### config.mk
export PLATFORM = sky130hd
export DESIGN_NAME = pipeline_control_unit_flat
export DESIGN_NICKNAME = d
export VERILOG_FILES = /design/src/rtl/pipeline_control_unit_pkg.sv /design/src/rtl/pipeline_control_unit_if.sv /design/src/rtl/pipeline_control_unit.sv /design/src/flat_wrapper.sv
export SDC_FILE = /design/constraint.sdc
export NUM_CORES = 1
export LEC_CHECK = 0
export BUFFER_PORTS_ARGS = -buffer_cell sky130_fd_sc_hd__buf_2
export CAP_MARGIN = 10
export CELL_PAD_IN_SITES_DETAIL_PLACEMENT = 1
export CELL_PAD_IN_SITES_GLOBAL_PLACEMENT = 2
export CORE_MARGIN = 1.5
export CORE_UTILIZATION = 30
export DETAILED_ROUTE_END_ITERATION = 10
export PLACE_DENSITY = 0.88
export SETUP_SLACK_MARGIN = 0.2
export SYNTH_ARGS = -nofsm -noshare
export SYNTH_HDL_FRONTEND = slang
export SYNTH_SLANG_ARGS = --single-unit
### constraint.sdc
create_clock -name CLK -period 3.6 [get_ports CLK]
set_input_delay 1.08 -clock CLK [delete_from_list [all_inputs] [get_ports CLK]]
set_output_delay 1.08 -clock CLK [all_outputs]
set_load 0.005 [all_outputs]
### src/rtl/pipeline_control_unit_pkg.sv
// Shared types and constants for the pipeline control unit and its neighbours
// (forwarding unit, datapath latches).
package pipeline_control_unit_pkg;

    typedef enum logic [1:0] {
        RUN    = 2'd0,
        DWAIT  = 2'd1,
        DRAIN  = 2'd2,
        HALTED = 2'd3
    } pcu_state_t;

    typedef logic [4:0] regbits_t;

    typedef enum logic [5:0] {
        OP_RTYPE = 6'h00,
        OP_J     = 6'h02,
        OP_JAL   = 6'h03,
        OP_BEQ   = 6'h04,
        OP_BNE   = 6'h05,
        OP_ADDI  = 6'h08,
        OP_ORI   = 6'h0d,
        OP_LUI   = 6'h0f,
        OP_LW    = 6'h23,
        OP_SW    = 6'h2b,
        OP_HALT  = 6'h3f
    } opcode_t;

    // Writeback select value meaning "result comes from data memory".
    localparam logic [1:0] REGSEL_DMEM = 2'b11;

    typedef struct packed {
        logic pc_en;
        logic en_fd;
        logic en_de;
        logic en_em;
        logic en_mw;
        logic flush_fd;
        logic flush_de;
    } pcu_ctl_t;

    localparam pcu_ctl_t CTL_FREEZE  = 7'b0000000;
    localparam pcu_ctl_t CTL_FLOW    = 7'b1111100;
    localparam pcu_ctl_t CTL_BUBBLE  = 7'b0011101;
    localparam pcu_ctl_t CTL_SQUASH  = 7'b1111111;
    localparam pcu_ctl_t CTL_FETCHWT = 7'b0111110;

endpackage

### src/rtl/pipeline_control_unit_if.sv
// Hazard inputs from the pipeline and latch/PC control outputs of the
// pipeline control unit.
interface pipeline_control_unit_if
    import pipeline_control_unit_pkg::*;
#(
    parameter int unsigned CNT_W = 32
);
    logic             ihit;
    logic             dhit;
    logic             dREN_me;
    logic             dWEN_me;
    logic             halt_me;
    opcode_t          opcode_de;
    regbits_t         rs_de;
    regbits_t         rt_de;
    logic             uses_rt_de;
    regbits_t         regDst_ex;
    logic             regWr_ex;
    logic [1:0]       regSel_ex;
    logic             branch_taken_ex;
    logic             jump_de;

    logic             pc_en;
    logic             en_fd;
    logic             en_de;
    logic             en_em;
    logic             en_mw;
    logic             flush_fd;
    logic             flush_de;
    logic             halt;
    logic [CNT_W-1:0] stall_cnt;

    modport pcu (
        input  ihit, dhit, dREN_me, dWEN_me, halt_me, opcode_de, rs_de, rt_de,
               uses_rt_de, regDst_ex, regWr_ex, regSel_ex, branch_taken_ex, jump_de,
        output pc_en, en_fd, en_de, en_em, en_mw, flush_fd, flush_de, halt, stall_cnt
    );

    modport tb (
        output ihit, dhit, dREN_me, dWEN_me, halt_me, opcode_de, rs_de, rt_de,
               uses_rt_de, regDst_ex, regWr_ex, regSel_ex, branch_taken_ex, jump_de,
        input  pc_en, en_fd, en_de, en_em, en_mw, flush_fd, flush_de, halt, stall_cnt
    );

endinterface

### src/rtl/pipeline_control_unit.sv
// Pipeline sequencer: latch enables, bubbles and PC enable for the 5-stage core,
// covering load-use, cache waits, redirects and halt drain.
module pipeline_control_unit
    import pipeline_control_unit_pkg::*;
#(
    parameter int unsigned DRAIN_CYCLES = 2,
    parameter int unsigned CNT_W        = 32
) (
    input  logic                     CLK,
    input  logic                     nRST,
    pipeline_control_unit_if.pcu     pif
);

    localparam logic [3:0] DRAIN_LOAD = 4'(DRAIN_CYCLES - 1);

    pcu_state_t       state_q, state_d;
    logic [3:0]       drain_cnt_q, drain_cnt_d;
    logic [CNT_W-1:0] stall_cnt_q, stall_cnt_d;
    logic             halt_q, halt_d;

    pcu_ctl_t         ctl;
    logic             mem_miss;
    logic             dwait;
    logic             load_use;
    logic             stall_inc;
    logic             unused_opcode;

    // JR reads rs, so it is caught by the rs compare without special casing.
    function automatic logic detect_load_use(
        input logic       wr_ex,
        input logic [1:0] sel_ex,
        input regbits_t   dst_ex,
        input regbits_t   rs,
        input regbits_t   rt,
        input logic       uses_rt
    );
        logic is_load;
        is_load = wr_ex && (sel_ex == REGSEL_DMEM) && (dst_ex != '0);
        return is_load && ((rs == dst_ex) || (uses_rt && (rt == dst_ex)));
    endfunction

    // Register usage is pre-decoded upstream into uses_rt_de/jump_de.
    assign unused_opcode = ^pif.opcode_de;

    assign mem_miss = (pif.dREN_me | pif.dWEN_me) & ~pif.dhit;
    // The hit cycle itself completes the access, so the pipeline advances then.
    assign dwait    = ((state_q == DWAIT) & ~pif.dhit) | ((state_q == RUN) & mem_miss);
    assign load_use = detect_load_use(pif.regWr_ex, pif.regSel_ex, pif.regDst_ex,
                                      pif.rs_de, pif.rt_de, pif.uses_rt_de);

    always_comb begin
        state_d     = state_q;
        drain_cnt_d = drain_cnt_q;
        halt_d      = halt_q;
        case (state_q)
            RUN: begin
                if (mem_miss) begin
                    state_d = DWAIT;
                end else if (pif.halt_me) begin
                    state_d     = DRAIN;
                    drain_cnt_d = DRAIN_LOAD;
                end
            end
            DWAIT: begin
                if (pif.dhit) state_d = RUN;
            end
            DRAIN: begin
                if (drain_cnt_q == '0) begin
                    state_d = HALTED;
                    halt_d  = 1'b1;
                end else begin
                    drain_cnt_d = drain_cnt_q - 4'd1;
                end
            end
            HALTED: begin
                state_d = HALTED;
            end
            default: begin
                state_d = RUN;
            end
        endcase
    end

    always_comb begin
        ctl = CTL_FREEZE;
        if (!nRST || state_q == HALTED || dwait) begin
            ctl = CTL_FREEZE;
        end else if (state_q == DRAIN) begin
            ctl = CTL_BUBBLE;
        end else if (pif.branch_taken_ex) begin
            ctl = CTL_SQUASH;
        end else if (load_use) begin
            ctl = CTL_BUBBLE;
        end else if (pif.jump_de) begin
            ctl          = CTL_FLOW;
            ctl.pc_en    = pif.ihit;
            ctl.flush_fd = 1'b1;
        end else if (!pif.ihit) begin
            ctl = CTL_FETCHWT;
        end else begin
            ctl = CTL_FLOW;
        end
    end

    assign stall_inc = ~ctl.pc_en & ((state_q == RUN) | (state_q == DWAIT));

    always_comb begin
        stall_cnt_d = stall_cnt_q;
        if (stall_inc && !(&stall_cnt_q)) stall_cnt_d = stall_cnt_q + 1'b1;
    end

    always_ff @(posedge CLK or negedge nRST) begin
        if (!nRST) begin
            state_q     <= RUN;
            drain_cnt_q <= '0;
            stall_cnt_q <= '0;
            halt_q      <= 1'b0;
        end else begin
            state_q     <= state_d;
            drain_cnt_q <= drain_cnt_d;
            stall_cnt_q <= stall_cnt_d;
            halt_q      <= halt_d;
        end
    end

    assign pif.pc_en     = ctl.pc_en;
    assign pif.en_fd     = ctl.en_fd;
    assign pif.en_de     = ctl.en_de;
    assign pif.en_em     = ctl.en_em;
    assign pif.en_mw     = ctl.en_mw;
    assign pif.flush_fd  = ctl.flush_fd;
    assign pif.flush_de  = ctl.flush_de;
    assign pif.halt      = halt_q;
    assign pif.stall_cnt = stall_cnt_q;

endmodule

### src/flat_wrapper.sv
// flat-port wrapper written by rule: the top's interface ports become plain ports
module pipeline_control_unit_flat import pipeline_control_unit_pkg::*;
#(
    parameter int unsigned DRAIN_CYCLES = 2,
    parameter int unsigned CNT_W        = 32
)
  (CLK, nRST, pif_ihit, pif_dhit, pif_dREN_me, pif_dWEN_me, pif_halt_me, pif_opcode_de, pif_rs_de, pif_rt_de, pif_uses_rt_de, pif_regDst_ex, pif_regWr_ex, pif_regSel_ex, pif_branch_taken_ex, pif_jump_de, pif_pc_en, pif_en_fd, pif_en_de, pif_en_em, pif_en_mw, pif_flush_fd, pif_flush_de, pif_halt, pif_stall_cnt);
  pipeline_control_unit_if #(.CNT_W(CNT_W)) pif_i ();
  input  logic CLK;
  input  logic nRST;
  input wire logic [$bits(pif_i.ihit)-1:0] pif_ihit;
  input wire logic [$bits(pif_i.dhit)-1:0] pif_dhit;
  input wire logic [$bits(pif_i.dREN_me)-1:0] pif_dREN_me;
  input wire logic [$bits(pif_i.dWEN_me)-1:0] pif_dWEN_me;
  input wire logic [$bits(pif_i.halt_me)-1:0] pif_halt_me;
  input wire logic [$bits(pif_i.opcode_de)-1:0] pif_opcode_de;
  input wire logic [$bits(pif_i.rs_de)-1:0] pif_rs_de;
  input wire logic [$bits(pif_i.rt_de)-1:0] pif_rt_de;
  input wire logic [$bits(pif_i.uses_rt_de)-1:0] pif_uses_rt_de;
  input wire logic [$bits(pif_i.regDst_ex)-1:0] pif_regDst_ex;
  input wire logic [$bits(pif_i.regWr_ex)-1:0] pif_regWr_ex;
  input wire logic [$bits(pif_i.regSel_ex)-1:0] pif_regSel_ex;
  input wire logic [$bits(pif_i.branch_taken_ex)-1:0] pif_branch_taken_ex;
  input wire logic [$bits(pif_i.jump_de)-1:0] pif_jump_de;
  output wire logic [$bits(pif_i.pc_en)-1:0] pif_pc_en;
  output wire logic [$bits(pif_i.en_fd)-1:0] pif_en_fd;
  output wire logic [$bits(pif_i.en_de)-1:0] pif_en_de;
  output wire logic [$bits(pif_i.en_em)-1:0] pif_en_em;
  output wire logic [$bits(pif_i.en_mw)-1:0] pif_en_mw;
  output wire logic [$bits(pif_i.flush_fd)-1:0] pif_flush_fd;
  output wire logic [$bits(pif_i.flush_de)-1:0] pif_flush_de;
  output wire logic [$bits(pif_i.halt)-1:0] pif_halt;
  output wire logic [$bits(pif_i.stall_cnt)-1:0] pif_stall_cnt;
  assign pif_i.ihit = pif_ihit;
  assign pif_i.dhit = pif_dhit;
  assign pif_i.dREN_me = pif_dREN_me;
  assign pif_i.dWEN_me = pif_dWEN_me;
  assign pif_i.halt_me = pif_halt_me;
  assign pif_i.opcode_de = pif_opcode_de;
  assign pif_i.rs_de = pif_rs_de;
  assign pif_i.rt_de = pif_rt_de;
  assign pif_i.uses_rt_de = pif_uses_rt_de;
  assign pif_i.regDst_ex = pif_regDst_ex;
  assign pif_i.regWr_ex = pif_regWr_ex;
  assign pif_i.regSel_ex = pif_regSel_ex;
  assign pif_i.branch_taken_ex = pif_branch_taken_ex;
  assign pif_i.jump_de = pif_jump_de;
  assign pif_pc_en = pif_i.pc_en;
  assign pif_en_fd = pif_i.en_fd;
  assign pif_en_de = pif_i.en_de;
  assign pif_en_em = pif_i.en_em;
  assign pif_en_mw = pif_i.en_mw;
  assign pif_flush_fd = pif_i.flush_fd;
  assign pif_flush_de = pif_i.flush_de;
  assign pif_halt = pif_i.halt;
  assign pif_stall_cnt = pif_i.stall_cnt;
  pipeline_control_unit #(.DRAIN_CYCLES(DRAIN_CYCLES), .CNT_W(CNT_W)) u_core (.CLK(CLK), .nRST(nRST), .pif(pif_i));
endmodule
==> out/metrics.yaml <==
run_status: "finished, final reports clean"
slew-limit-headroom_pct: 60.7
pin_count: 74
ys.flop_type: "dfrtp_1"
place_ws_ps: 12.4
start_util_pct: 31.4
route.detailed.drc: 0
grt_antenna_before_repair: 0
multi_input_area_um2: 1120
vias: 1915
syn_area_um2: 2160
dieArea_um2: 7710
synth_largest_area_cell: "dfrtp_1"
ir_drop_mv: 0.265
nets: 330
routedWlPerCell_um: 14.5
hold_path.class: "flip-flop to flip-flop"
instances_no_fill: 391
power.density_nw_per_um2: 382
yosys-top-cells-count: "39 x dfrtp_1, 29 x xnor2_1, 18 x nand2_1"
crit_fanout: 3
grt.overflow.total: 0
crit_path_max_incr_delay_ps: 280
synth_top_area_share_pct: 45.2
dr.first_iter.drc_count: 91
max_slew.worst_pin.slew_ps: 585
worst_path_max_delay_cell: "nor4_1"
hold_buffers: 0
dpl.hpwl_mm: 4.33
coreArea_um2: 6870
drv_cap: 0
clock-sinks: 39
clock_skew_ps: 6.73
path_cells: "buf_6 > xor2_1 > nor4_1 > a32oi_1 > nand2b_4 > o21ai_4 > a21oi_1 > buf_2"
clkTransAtPathRegs_ps: 80
async_reset_ff_share_pct: 100
rsz0062_at_grt: "true"
fill_cells: 818
yosysMostFrequentCell: "dfrtp_1"
ys_seq_elements: 39
setup_violations: 0
grt_max_degree: 40
fin_util_pct: 40.1
finalWeightedCongestion: 0.725
p_int_uw: 733
ys_warn_count: 0
cts_htree_levels: 2
drive_above_1_share_pct: 29.2
grt_usage_pct: 15.8
wl_mm: 5.68
ys_seq_area_share_pct: 45.2
syn_to_final_growth_pct: 27.7
final-seq-area_um2: 976
clockBufferDepth: 2
tritoncts: "done"
pwr-share-comb_pct: 22.2
cts.root.buffer_cell: "clkbuf_8"
numCtsBuffers: 5
ant_nets: 0
fmax_mhz: 297
antenna_cells: 0
firstDrtPassIters: 4
period_minus_slack_ps: 3360
die_w_um: 87.8
setup_tns_ps: 0
synth_cell_types: 40
p_leak_nw: 1.33
grt_pass1_wl_mm: 9.52
switching_share_pct: 30.4
die_y_um: 87.8
fin_total_pwr_mw: 1.05
hold_viol: 0
setup_slack_ps: 236
period_share_pct: 93.5
io_buffers: 67
syn_nets: 255
clk_latency_ps: 290
arrival_ps: 2280
placed_cells: 381
crit_required_ps: 2520
power.share.sequential_pct: 50.2
p_clk_share_pct: 27.6
critPathKind: "primary input to primary output"
synth_area_per_cell_um2: 9.85
synth_edf_count: 0
synthCells: 219
p_sw_uw: 320
endpoint_kind: "primary output"
routed_via_density: 4.90
grt_pass1_vias: 2039
crit_path_start_kind: "primary input"
synth_area_leaders: "dfrtp_1 45%, xnor2_1 12%, nand4_1 4.6%, xor2_1 4.1%, and4_1 3.2%"
final_max_slew_viol_count: 0
num_rows: 30
state kept, by name (all words and copies together) (netlist names):
| register | flops |
|---|---|
| u_core.state_q | 2 |
| u_core.pif.stall_cnt | 32 |
| u_core.pif.halt | 1 |
| u_core.drain_cnt_q | 4 |
metrics by stage:
stage,instance area [µm²],hold WS [ps]
2_1_floorplan,2160,451
3_3_place_gp,2610,438
3_5_place_dp,2610,463
4_1_cts,2720,481
5_1_grt,2760,507
6_report,2760,468
routing by layer:
layer  part of all wire [%]  up-vias  wire (µm)  global-route usage (%)
met4                    1.4        0         77                    5.92
met3                    5.5        7        313                    3.49
met2                     50       56       2840                    27.6
li1                       -      923          -                       -
met5                      0        -          0                       0
met1                     43      929       2450                    18.8
placed cells by master, fill, tap and decap left out, drive strengths merged, types with 2 or more instances in the layout:
master and n:
a21o 2, a21oi 6, and2 4, and3 7, and4 8, buf 75, clkbuf 7, dfrtp 39
ha 2, inv 7, nand2 18, nand2b 3, nand3 12, nand4 16, nand4b 2, nor2 14
nor2b 2, nor3 5, nor4 2, o21a 3, o21ai 4, o22ai 3, xnor2 29, xor2 10
power groups by stage:
stage          registers [mW]  logic, mW  clock network [mW]
2_1_floorplan           0.527      0.140                   0
3_3_place_gp            0.534      0.216                   0
3_5_place_dp            0.538      0.230                   0
4_1_cts                 0.530      0.235               0.298
5_1_grt                 0.542      0.267               0.313
6_report                0.529      0.234               0.290
final timing paths:
check / start / to / slack (ps) / cells after the start
setup / recovery: pif_rt_de[3] / pif_flush_fd / 240 / 8
hold / removal: u_core.pif.halt / u_core.pif.halt / 470 / 1
setup reg to reg: u_core.pif.stall_cnt[0] / u_core.pif.stall_cnt[1] / 1250 / 7
hold reg to reg: u_core.pif.halt / u_core.pif.halt / 470 / 1
max in group asynchronous: nRST / u_core.pif.stall_cnt[1] / 2360 / 2
min in group asynchronous: nRST / u_core.pif.stall_cnt[28] / 880 / 2
cell type report:
class                      instances  share of cell area (%)
sequential                        39                    35.4
clock buffer                       7                    2.77
inverter                           7                   0.954
tap                               96                    4.36
clock inverter                     1                   0.182
timing repair buffer              75                    15.5
multi-input combinational        166                    40.8
cells by family after synthesis:
kind of cell | Yosys count | share of synthesized area [%]
muxes | 2 | 0.986
buffers and inverters | 14 | 3.48
DFF | 39 | 45.2
and+or+nand+nor | 96 | 24.4
AOI/OAI and AO/OA | 27 | 8.93
adders and majority gates | 2 | 1.16
xor gates and xnor gates | 39 | 15.8
timing repair:
item	in CTS	in global routing
resized for setup	4	7
gates cloned	0	0
setup buffers	1	1
setup endpoints to repair	3	4
pin swaps	2	7
critical path: cells and delay by family:
family | cells | cell delay, ps
compound gates | 3 | 390
buf+inv | 2 | 210
simple gates | 2 | 460
xor+xnor | 1 | 150
No activity file was read; power rests on OpenSTA's default activity.
